<file path="config.mk">
export PLATFORM = sky130hd
export DESIGN_NAME = perf_monitor_flat
export DESIGN_NICKNAME = d
export VERILOG_FILES = /design/src/rtl/perf_pkg.sv /design/src/rtl/perf_monitor_if.sv /design/src/rtl/perf_monitor_bcd_counter.sv /design/src/rtl/perf_monitor.sv /design/src/flat_wrapper.sv
export SDC_FILE = /design/constraint.sdc
export NUM_CORES = 1
export LEC_CHECK = 0
export CAP_MARGIN = 10
export CORE_ASPECT_RATIO = 0.5
export CORE_MARGIN = 4
export CORE_UTILIZATION = 50
export CTS_CLUSTER_SIZE = 24
export DETAILED_ROUTE_END_ITERATION = 8
export PLACE_DENSITY = 0.7
export SETUP_SLACK_MARGIN = 0.15
export SLEW_MARGIN = 20
export SYNTH_ARGS = -nofsm -noshare
export SYNTH_HDL_FRONTEND = slang
export SYNTH_SLANG_ARGS = --single-unit
</file>
<file path="constraint.sdc">
create_clock -name CLK_50 -period 4.8 [get_ports CLK_50]
set_input_delay 0.72 -clock CLK_50 [delete_from_list [all_inputs] [get_ports CLK_50]]
set_output_delay 0.72 -clock CLK_50 [all_outputs]
set_load 0.1 [all_outputs]
</file>
<file path="src/rtl/perf_pkg.sv">
// Shared types for the BCD performance monitor: FSM states and BCD digit type.
package perf_pkg;
    typedef enum logic [1:0] {IDLE, RUNNING, DONE} perf_state_t;
    typedef logic [3:0] bcd_digit_t;
    localparam bcd_digit_t BCD_NINE = 4'd9;
endpackage

</file>
<file path="src/rtl/perf_monitor_if.sv">
// Host-side bus of the performance monitor: window control, event strobes and digit readout.
interface perf_monitor_if #(
    parameter int NUM_CHANNELS = 4,
    parameter int NUM_DIGITS   = 8,
    parameter int PC_WIDTH     = 12
);
    localparam int CW = (NUM_CHANNELS > 1) ? $clog2(NUM_CHANNELS) : 1;
    localparam int DW = (NUM_DIGITS > 1) ? $clog2(NUM_DIGITS) : 1;

    logic                    clear;
    logic [PC_WIDTH-1:0]     pc;
    logic [NUM_CHANNELS-1:0] event_in;
    logic [NUM_CHANNELS-1:0] chan_en;
    logic [CW-1:0]           rd_chan;
    logic [DW-1:0]           rd_digit;
    logic [3:0]              rd_value;
    logic [NUM_CHANNELS-1:0] saturated;
    logic                    running;
    logic                    finished;

    modport master (
        output clear, pc, event_in, chan_en, rd_chan, rd_digit,
        input  rd_value, saturated, running, finished
    );
    modport slave (
        input  clear, pc, event_in, chan_en, rd_chan, rd_digit,
        output rd_value, saturated, running, finished
    );
endinterface

</file>
<file path="src/rtl/perf_monitor_bcd_counter.sv">
// One BCD event channel: single-cycle ripple-carry increment with sticky saturation at all 9s.
module bcd_counter
    import perf_pkg::*;
#(
    parameter int NUM_DIGITS = 8
) (
    input  logic                        CLK_50,
    input  logic                        reset,
    input  logic                        clr,
    input  logic                        inc,
    output bcd_digit_t [NUM_DIGITS-1:0] digits,
    output logic                        sat
);
    bcd_digit_t [NUM_DIGITS-1:0] digits_q, digits_d;
    logic sat_q, sat_d;
    logic all_nine, carry;

    always_comb begin
        digits_d = digits_q;
        sat_d    = sat_q;
        all_nine = 1'b1;
        carry    = 1'b1;
        for (int i = 0; i < NUM_DIGITS; i++)
            if (digits_q[i] != BCD_NINE) all_nine = 1'b0;
        if (clr) begin
            digits_d = '0;
            sat_d    = 1'b0;
        end else if (inc) begin
            if (all_nine) begin
                sat_d = 1'b1;
            end else begin
                // Decimal carry ripples through every digit within this edge.
                for (int i = 0; i < NUM_DIGITS; i++) begin
                    if (carry) begin
                        if (digits_q[i] == BCD_NINE) begin
                            digits_d[i] = '0;
                        end else begin
                            digits_d[i] = digits_q[i] + 4'd1;
                            carry       = 1'b0;
                        end
                    end
                end
            end
        end
    end

    always_ff @(posedge CLK_50 or posedge reset) begin
        if (reset) begin
            digits_q <= '0;
            sat_q    <= 1'b0;
        end else begin
            digits_q <= digits_d;
            sat_q    <= sat_d;
        end
    end

    assign digits = digits_q;
    assign sat    = sat_q;
endmodule

</file>
<file path="src/rtl/perf_monitor.sv">
// Multi-channel BCD performance monitor: PC-windowed start/stop FSM, gated BCD channels, registered digit readout.
module perf_monitor
    import perf_pkg::*;
#(
    parameter int                  NUM_CHANNELS = 4,
    parameter int                  NUM_DIGITS   = 8,
    parameter int                  PC_WIDTH     = 12,
    parameter logic [PC_WIDTH-1:0] START_PC     = '0,
    parameter logic [PC_WIDTH-1:0] FINAL_PC     = {PC_WIDTH{1'b1}}
) (
    input logic           CLK_50,
    input logic           reset,
    perf_monitor_if.slave bus
);
    perf_state_t state_q, state_d;
    logic        running_q, finished_q;
    bcd_digit_t  rd_value_q, rd_value_d;

    bcd_digit_t [NUM_CHANNELS-1:0][NUM_DIGITS-1:0] digits;
    logic [NUM_CHANNELS-1:0] sat, inc;

    always_comb begin
        state_d = state_q;
        if (bus.clear) begin
            state_d = IDLE;
        end else begin
            unique case (state_q)
                IDLE:    if (bus.pc == START_PC) state_d = RUNNING;
                RUNNING: if (bus.pc == FINAL_PC) state_d = DONE;
                DONE:    state_d = DONE;
                default: state_d = IDLE;
            endcase
        end
    end

    // Flags are registered from the next state so they track state_q with no extra lag.
    always_ff @(posedge CLK_50 or posedge reset) begin
        if (reset) begin
            state_q    <= IDLE;
            running_q  <= 1'b0;
            finished_q <= 1'b0;
            rd_value_q <= '0;
        end else begin
            state_q    <= state_d;
            running_q  <= (state_d == RUNNING);
            finished_q <= (state_d == DONE);
            rd_value_q <= rd_value_d;
        end
    end

    assign inc = {NUM_CHANNELS{state_q == RUNNING}} & bus.event_in & bus.chan_en & ~sat;

    for (genvar g = 0; g < NUM_CHANNELS; g++) begin : g_chan
        bcd_counter #(.NUM_DIGITS(NUM_DIGITS)) u_cnt (
            .CLK_50 (CLK_50),
            .reset  (reset),
            .clr    (bus.clear),
            .inc    (inc[g]),
            .digits (digits[g]),
            .sat    (sat[g])
        );
    end

    always_comb begin
        rd_value_d = '0;
        if (int'(bus.rd_chan) < NUM_CHANNELS && int'(bus.rd_digit) < NUM_DIGITS)
            rd_value_d = digits[bus.rd_chan][bus.rd_digit];
    end

    assign bus.rd_value  = rd_value_q;
    assign bus.saturated = sat;
    assign bus.running   = running_q;
    assign bus.finished  = finished_q;
endmodule

</file>
<file path="src/flat_wrapper.sv">
// flat-port wrapper written by rule: the top's interface ports become plain ports
module perf_monitor_flat import perf_pkg::*;
#(
    parameter int                  NUM_CHANNELS = 4,
    parameter int                  NUM_DIGITS   = 8,
    parameter int                  PC_WIDTH     = 12,
    parameter logic [PC_WIDTH-1:0] START_PC     = '0,
    parameter logic [PC_WIDTH-1:0] FINAL_PC     = {PC_WIDTH{1'b1}}
)
  (CLK_50, reset, bus_clear, bus_pc, bus_event_in, bus_chan_en, bus_rd_chan, bus_rd_digit, bus_rd_value, bus_saturated, bus_running, bus_finished);
  perf_monitor_if #(.NUM_CHANNELS(NUM_CHANNELS), .NUM_DIGITS(NUM_DIGITS), .PC_WIDTH(PC_WIDTH)) bus_i ();
  input logic CLK_50;
  input logic reset;
  input wire logic [$bits(bus_i.clear)-1:0] bus_clear;
  input wire logic [$bits(bus_i.pc)-1:0] bus_pc;
  input wire logic [$bits(bus_i.event_in)-1:0] bus_event_in;
  input wire logic [$bits(bus_i.chan_en)-1:0] bus_chan_en;
  input wire logic [$bits(bus_i.rd_chan)-1:0] bus_rd_chan;
  input wire logic [$bits(bus_i.rd_digit)-1:0] bus_rd_digit;
  output wire logic [$bits(bus_i.rd_value)-1:0] bus_rd_value;
  output wire logic [$bits(bus_i.saturated)-1:0] bus_saturated;
  output wire logic [$bits(bus_i.running)-1:0] bus_running;
  output wire logic [$bits(bus_i.finished)-1:0] bus_finished;
  assign bus_i.clear = bus_clear;
  assign bus_i.pc = bus_pc;
  assign bus_i.event_in = bus_event_in;
  assign bus_i.chan_en = bus_chan_en;
  assign bus_i.rd_chan = bus_rd_chan;
  assign bus_i.rd_digit = bus_rd_digit;
  assign bus_rd_value = bus_i.rd_value;
  assign bus_saturated = bus_i.saturated;
  assign bus_running = bus_i.running;
  assign bus_finished = bus_i.finished;
  perf_monitor #(.NUM_CHANNELS(NUM_CHANNELS), .NUM_DIGITS(NUM_DIGITS), .PC_WIDTH(PC_WIDTH), .START_PC(START_PC), .FINAL_PC(FINAL_PC)) u_core (.CLK_50(CLK_50), .reset(reset), .bus(bus_i));
endmodule
</file>
== Word level (Yosys, flattened, before mapping) ==
Cells that the tools add are included.
Operators by class
  bitwise operators: 4
  shift operators: 0
  order comparisons: 2
  divide/modulo/power cells: 0
  $add $sub $neg: 32
  mux-type cells: 260
  equal/unequal tests: 73
  multiply operators: 0
  reductions and logical operators: 74
Operators with widths (count)
  2-to-1 mux 32 bit: 13
  2-to-1 mux 4 bit: 61
  2-to-1 mux 1 bit: 180
  adder 4 x 1 -> 4 bit, second input constant: 32
  equality test 4 bit, second input constant: 32
  inequality test 4 bit, second input constant: 32
  AND reduction 3 bit: 28
  nonzero test 2 bit: 36
  binary-select mux 32 bit (select 2 bit): 1
  AND reduction 2 bit: 8
  AND 4 bit: 3
  binary-select mux 4 bit (select 3 bit): 1
  equality test 12 bit, second input constant: 1
  logical NOT 12 bit: 1
  inequality test 2 bit, second input constant: 4
  2-to-1 mux 2 bit: 3
  case mux 2 bit (3 select lines): 1
  equality test 2 x 1 -> 1 bit, second input constant: 2
  equality test 2 bit, second input constant: 2
  < comparator 3 x 4 -> 1 bit, second input constant: 1
  NOT 4 bit: 1
  < comparator 2 x 3 -> 1 bit, second input constant: 1
  logical NOT 2 bit: 1
Word-level totals
  register bits: 140
  memories: 0
  output and inout bits: 10
  bits in writable memories: 0
  bits in read-only memories: 0
  word-level logic and storage cells: 485
  latch bits: 0

== Longest topological paths before layout ==
  word-level depth: 40
  gate-level depth with buffers: 10

== Hierarchy ==
Synthesis repeated with hierarchy kept, for this count alone.
Second synthesis, totals
  cells, all modules: 984
  area, all modules: 9741.8 um^2
Modules (own cells, without submodules)
  bcd_counter at u_core.g_chan[0].u_cnt ...: times used 2, area each 2082.0 um^2, cells an instance 225
  bcd_counter at u_core.g_chan[3].u_cnt: times used 1, area each 2163.3 um^2, cells an instance 226
  bcd_counter at u_core.g_chan[2].u_cnt: times used 1, area each 2068.2 um^2, cells an instance 220
  perf_monitor: times used 1, area each 1346.3 um^2, cells an instance 88

== Worst setup path after synthesis ==
OpenSTA, ideal clock, no wires.
  path kind: input to register
  start point: input bus_rd_chan[1]
  end point: register u_core.rd_value_q[0], in the netlist u_core.bus.rd_value[0]
  data arrival time: 2831 ps
  path slack: 1844 ps
  stages on the path: 6
  required time: 4675 ps
  buffers on the path: 3
  cell sequence: clkbuf_1 -> buf_1 -> clkbuf_1 -> mux4_2 -> mux4_2 -> mux2_2
Between the ends
  longest elaborated chain between the ends: 4
RTL lines
  start, declared: RTL line flat_wrapper.sv:18  | input wire logic [$bits(bus_i.rd_chan)-1:0] bus_rd_chan;
  binary-select mux 32 bit (select 2 bit): RTL line perf_monitor.sv:67  | rd_value_d = digits[bus.rd_chan][bus.rd_digit];
  2-to-1 mux 32 bit (implied by the code): RTL line perf_monitor.sv:67
  binary-select mux 4 bit (select 3 bit): RTL line perf_monitor.sv:67
  2-to-1 mux 4 bit (implied by the code): RTL line perf_monitor.sv:67
  named net u_core.rd_value_d[0]: RTL line perf_monitor.sv:17  | bcd_digit_t rd_value_q, rd_value_d;
  end signal, assigned: RTL line perf_monitor.sv:47  | rd_value_q <= rd_value_d;
  end, declared: RTL line perf_monitor.sv:17
The timed path passes the listed nets, and every way through them passes these cells. The select of a mux whose other input is x is not followed.
A chain may end at the register's enable or synchronous reset.

== Final worst setup path ==
  start point: register u_core.g_chan[0].u_cnt.digits_q, in the netlist u_core.g_chan[0].u_cnt.digits[28]
  end point: register u_core.g_chan[0].u_cnt.digits_q, in the netlist u_core.g_chan[0].u_cnt.digits[20]
Between the ends
  longest elaborated chain between the ends: 4
RTL lines
  start, declared: RTL line perf_monitor_bcd_counter.sv:14  | bcd_digit_t [NUM_DIGITS-1:0] digits_q, digits_d;
  start signal, assigned: RTL line perf_monitor_bcd_counter.sv:52  | digits_q <= digits_d;
  inequality test 4 bit: RTL line perf_monitor_bcd_counter.sv:24  | if (digits_q[i] != BCD_NINE) all_nine = 1'b0;
  2-to-1 mux 1 bit: RTL line perf_monitor_bcd_counter.sv:24
  inequality test 2 bit (no line)
  AND reduction 3 bit (no line)
Every way passes these cells.

==> summary.md <==
| Metric | Value |
|---|---|
| Placed cell count | 1,220 |
| Slew HR | 0.334 |
| PwrDens | 369 nW/um^2 |
| Clock Tree Root | clkbuf_16 |
| Biggest area consumer among synthesized cells | dfrtp_1 |
| Max incr delay on CP | 0.75 ns |
| # fillers | approximately 1,600 |
| Crit end category | register |
| Worst slew pin tran | 0.996 ns |
| Synth-to-layout area growth | 11.9% |
| Unique masters post-synth | 66 |
| Post-DRT Antenna Nets | 0 |
| Fin. max-slew vios | 0 |
| Clock buffers created by TritonCTS | 17 |
| I/O Pins | 38 |
| Synth Net Count | 1,057 |
| WP buf/inv | 0 |
| Clk pin slew, worst setup/hold paths | 0.06 ns |
| Drt wl/cell | 21.8 um |
| IO Port Bufs | 37 |
| Remaining DRCs | 0 |
| Source of the worst hold timing path | u_core.g_chan[3].u_cnt.digits[23] |
| Final worst-path setup slack | 1.59 ns |
| Initial antenna violation count | 2 |
| Synth warnings | 0 |
| Crit path max-delay family | simple AND/OR/NAND/NOR gates |
| Layout cells sized above 1 | 0.119 |
| TritonCTS clock tree | built |
| Design Area, Final | between 10,000 and 15,000 um^2 |
| Fin cells | 1,252 |
| Worst setup path category | register to register |
| EDFF count, synth | 0 |
| Footprint of the multi-input gates | 5600 um^2 |
| Final setup fails | 0 |
| GPL Wtd Cong | 0.964 |
| Pin count of the biggest net entering global routing | 104 |
| Via/cell ratio | 6.62 |
| Setup TNS | 0 ns |
| Vias in the first global route | 7,837 |
| Met1 Use GR | 0.375 |
| Final worst path period share | 0.668 |
| Max Freq | approximately 310 MHz |
| # diodes | 0 |
| Clk buf depth | 2 |
| Initial Util | 0.514 |
| Status | finished clean |
| Skew final | 0.00976 ns |
| Via count | 8,284 |
| Leak | ~0.0044 uW |
| Final min period | 3.21 ns |
| GR Overflow Total | 0 |
| RSZ-0062 raised after global routing | no |
| 1st-pass router iterations | 4 |
| WHS | between 0.5 and 0.6 ns |
| Ranking of synthesized cells by area | dfrtp_1 (37%), mux4_2 (9.5%), ha_1 (7.9%) |
| Critical-path maximum fanout | 25 |
| Clock latency on the worst-skew pair | 0.43 ns |
| Crit start category | register |
| Crit path launch | u_core.g_chan[0].u_cnt.digits[28] |
| Starting DRT DRC Count | approximately 700 |
| # Post-CTS Setup Buffers | 0 |
| Grt met3 use | 0.0962 |
| Mapped Area | 9510 um^2 |
| Num rows | 35 |
| Worst-path cell chain | ha_1, or4bb_1, or4_4, o21ai_2, or3_1, mux2_2 |
| H-tree levels | 4 |
| Max-Cap Viols | 0 |
| Post-synth top flop | dfrtp_1 |
| Fin nets | between 1,000 and 1,500 |
| GR Util All Layers | 0.259 |
| Worst r2r src | u_core.g_chan[0].u_cnt.digits[28] |
| Final HPWL DP | 19.9 mm |
| Number of synthesized register bits | 140 |
| Syn Inst Count | approximately 970 |
| CTS Hold Buffers Added | 0 |
| Drt total wl | 27.3 mm |
| Register area share after synthesis | 0.368 |
| Core area | around 19,000 um^2 |
| Setup WS pre-CTS | between 1 and 1.5 ns |
| Total die area | roughly 21,000 um^2 |
| Ys async rst share | 1.00 |
| GRT Max-Usage Layer | met1 |
| Data required time of the worst path | 5.11 ns |
| Cell Area, Placed | 10,000 um^2 |
| GR Layer Usage met2 | 0.375 |
| Critical path's slowest cell | o21ai_2 |
| First-pass GRT wire length | 43.5 mm |
| Die span in x | 203 um |
| Die Ht | 106 um |
| Avg Synthesized Cell Area | 9.82 um^2 |
| PostCTS Resize Cnt | 0 |
| Min-delay worst type | register to register |
| Sequential cell area | 3500 um^2 |
| Final hold viol count | 0 |
| Peak supply drop | ~250 uV |
| Critical path arrival | 3.52 ns |
| Sink Count | 140 |
| Top-area cell type share of the netlist area | 0.368 |
-- synthesized netlist by cell type, types with 4 or more instances --
master    number
nor3_1        26
or3_1         19
ha_1          60
clkbuf_1      32
nor2_1        69
and4_1         5
a31o_2         4
o41ai_1       34
mux2_2        19
nor2b_1        4
a31oi_1       12
nand4b_1       4
dfrtp_1      140
buf_1         13
a21oi_1       30
o21ai_0       65
o31ai_1       33
a41oi_1        6
o21a_1         5
mux4_2        40
and2_1         4
a21o_1        11
nand3b_1      25
mux2i_1        7
or4_1         16
and3_1        16
a41o_1         4
nand4_1       12
buf_4          6
o211ai_1       9
and3b_1       14
nand3_1       46
nand2_1       60
inv_1         46
nand2b_1      15
nor4_1        13
-- layer usage --
| layer | up-vias | wire length (um) |
|---|---|---|
| li1 | 3750 | - |
| met1 | 4114 | 11900 |
| met2 | 378 | 11700 |
| met3 | 38 | 3370 |
| met4 | 4 | 330 |
| met5 | - | 26 |
-- layout make-up --
cell class | instances | share of cell area
Multi-Input combinational cell | 728 | 0.526
Clock buffer | 18 | 0.0403
Sequential cell | 140 | 0.329
Timing Repair Buffer | 47 | 0.0411
Clock inverter | 14 | 0.0161
Tap cell | 259 | 0.0304
Inverter | 46 | 0.0167
-- power breakdown --
group	switching, uW	leakage [uW]	internal (uW)
sequential	361	0.00188	1360
combinational	434	0.00226	405
clock	553	0.000286	819
-- per-stage QoR --
step | util | total power, uW
detailed placement | 0.542 | 2550
global route | 0.575 | 4130
CTS | 0.575 | 3920
floorplan | - | 2220
global placement | 0.542 | 2500
finish | 0.575 | 3930
-- cells by family after synthesis --
| group | Yosys count | share of synthesized area |
|---|---|---|
| AO/OA/AOI/OAI | 236 | 0.171 |
| buffers and inverters | 101 | 0.0427 |
| XOR/XNOR | 3 | 0.00276 |
| flip-flops | 140 | 0.368 |
| multiplexers | 66 | 0.125 |
| adder cells (fa/ha/maj) | 60 | 0.0789 |
| AND/OR/NAND/NOR | 363 | 0.212 |
-- path summary, 6_finish.rpt --
check / slack [ns] / to / depth (start not counted)
max in group asynchronous: 3.04 / u_core.g_chan[2].u_cnt.digits[18] / 3
worst min-delay path: 0.53 / u_core.g_chan[3].u_cnt.digits[23] / 1
worst min register to register: 0.53 / u_core.g_chan[3].u_cnt.digits[23] / 1
worst max register to register: 1.59 / u_core.g_chan[0].u_cnt.digits[20] / 6
min in group asynchronous: 0.88 / u_core.g_chan[0].u_cnt.digits[14] / 2
worst max-delay path: 1.59 / u_core.g_chan[0].u_cnt.digits[20] / 6
-- registers in the layout, indices dropped and copies added, names as in the netlist --
signal and flops:
u_core.bus.running 1, u_core.bus.rd_value 4, u_core.bus.finished 1, u_core.state_q 2, u_core.g_chan.u_cnt.sat 4, u_core.g_chan.u_cnt.digits 128
-- cell usage in the layout (no fill, tap or decap), types with 19 or more instances in the layout --
cell / n
nand3_1: 46
nand2_1: 60
mux2_2: 19
ha_1: 60
nor3_1: 26
clkdlybuf4s50_1: 35
mux4_2: 40
o31ai_1: 33
o41ai_1: 34
nor2_1: 69
a21oi_1: 30
nand3b_1: 25
or3_1: 19
dfrtp_1: 140
inv_1: 45
o21ai_0: 65
Note: power is estimated with default switching activity, not from simulation.
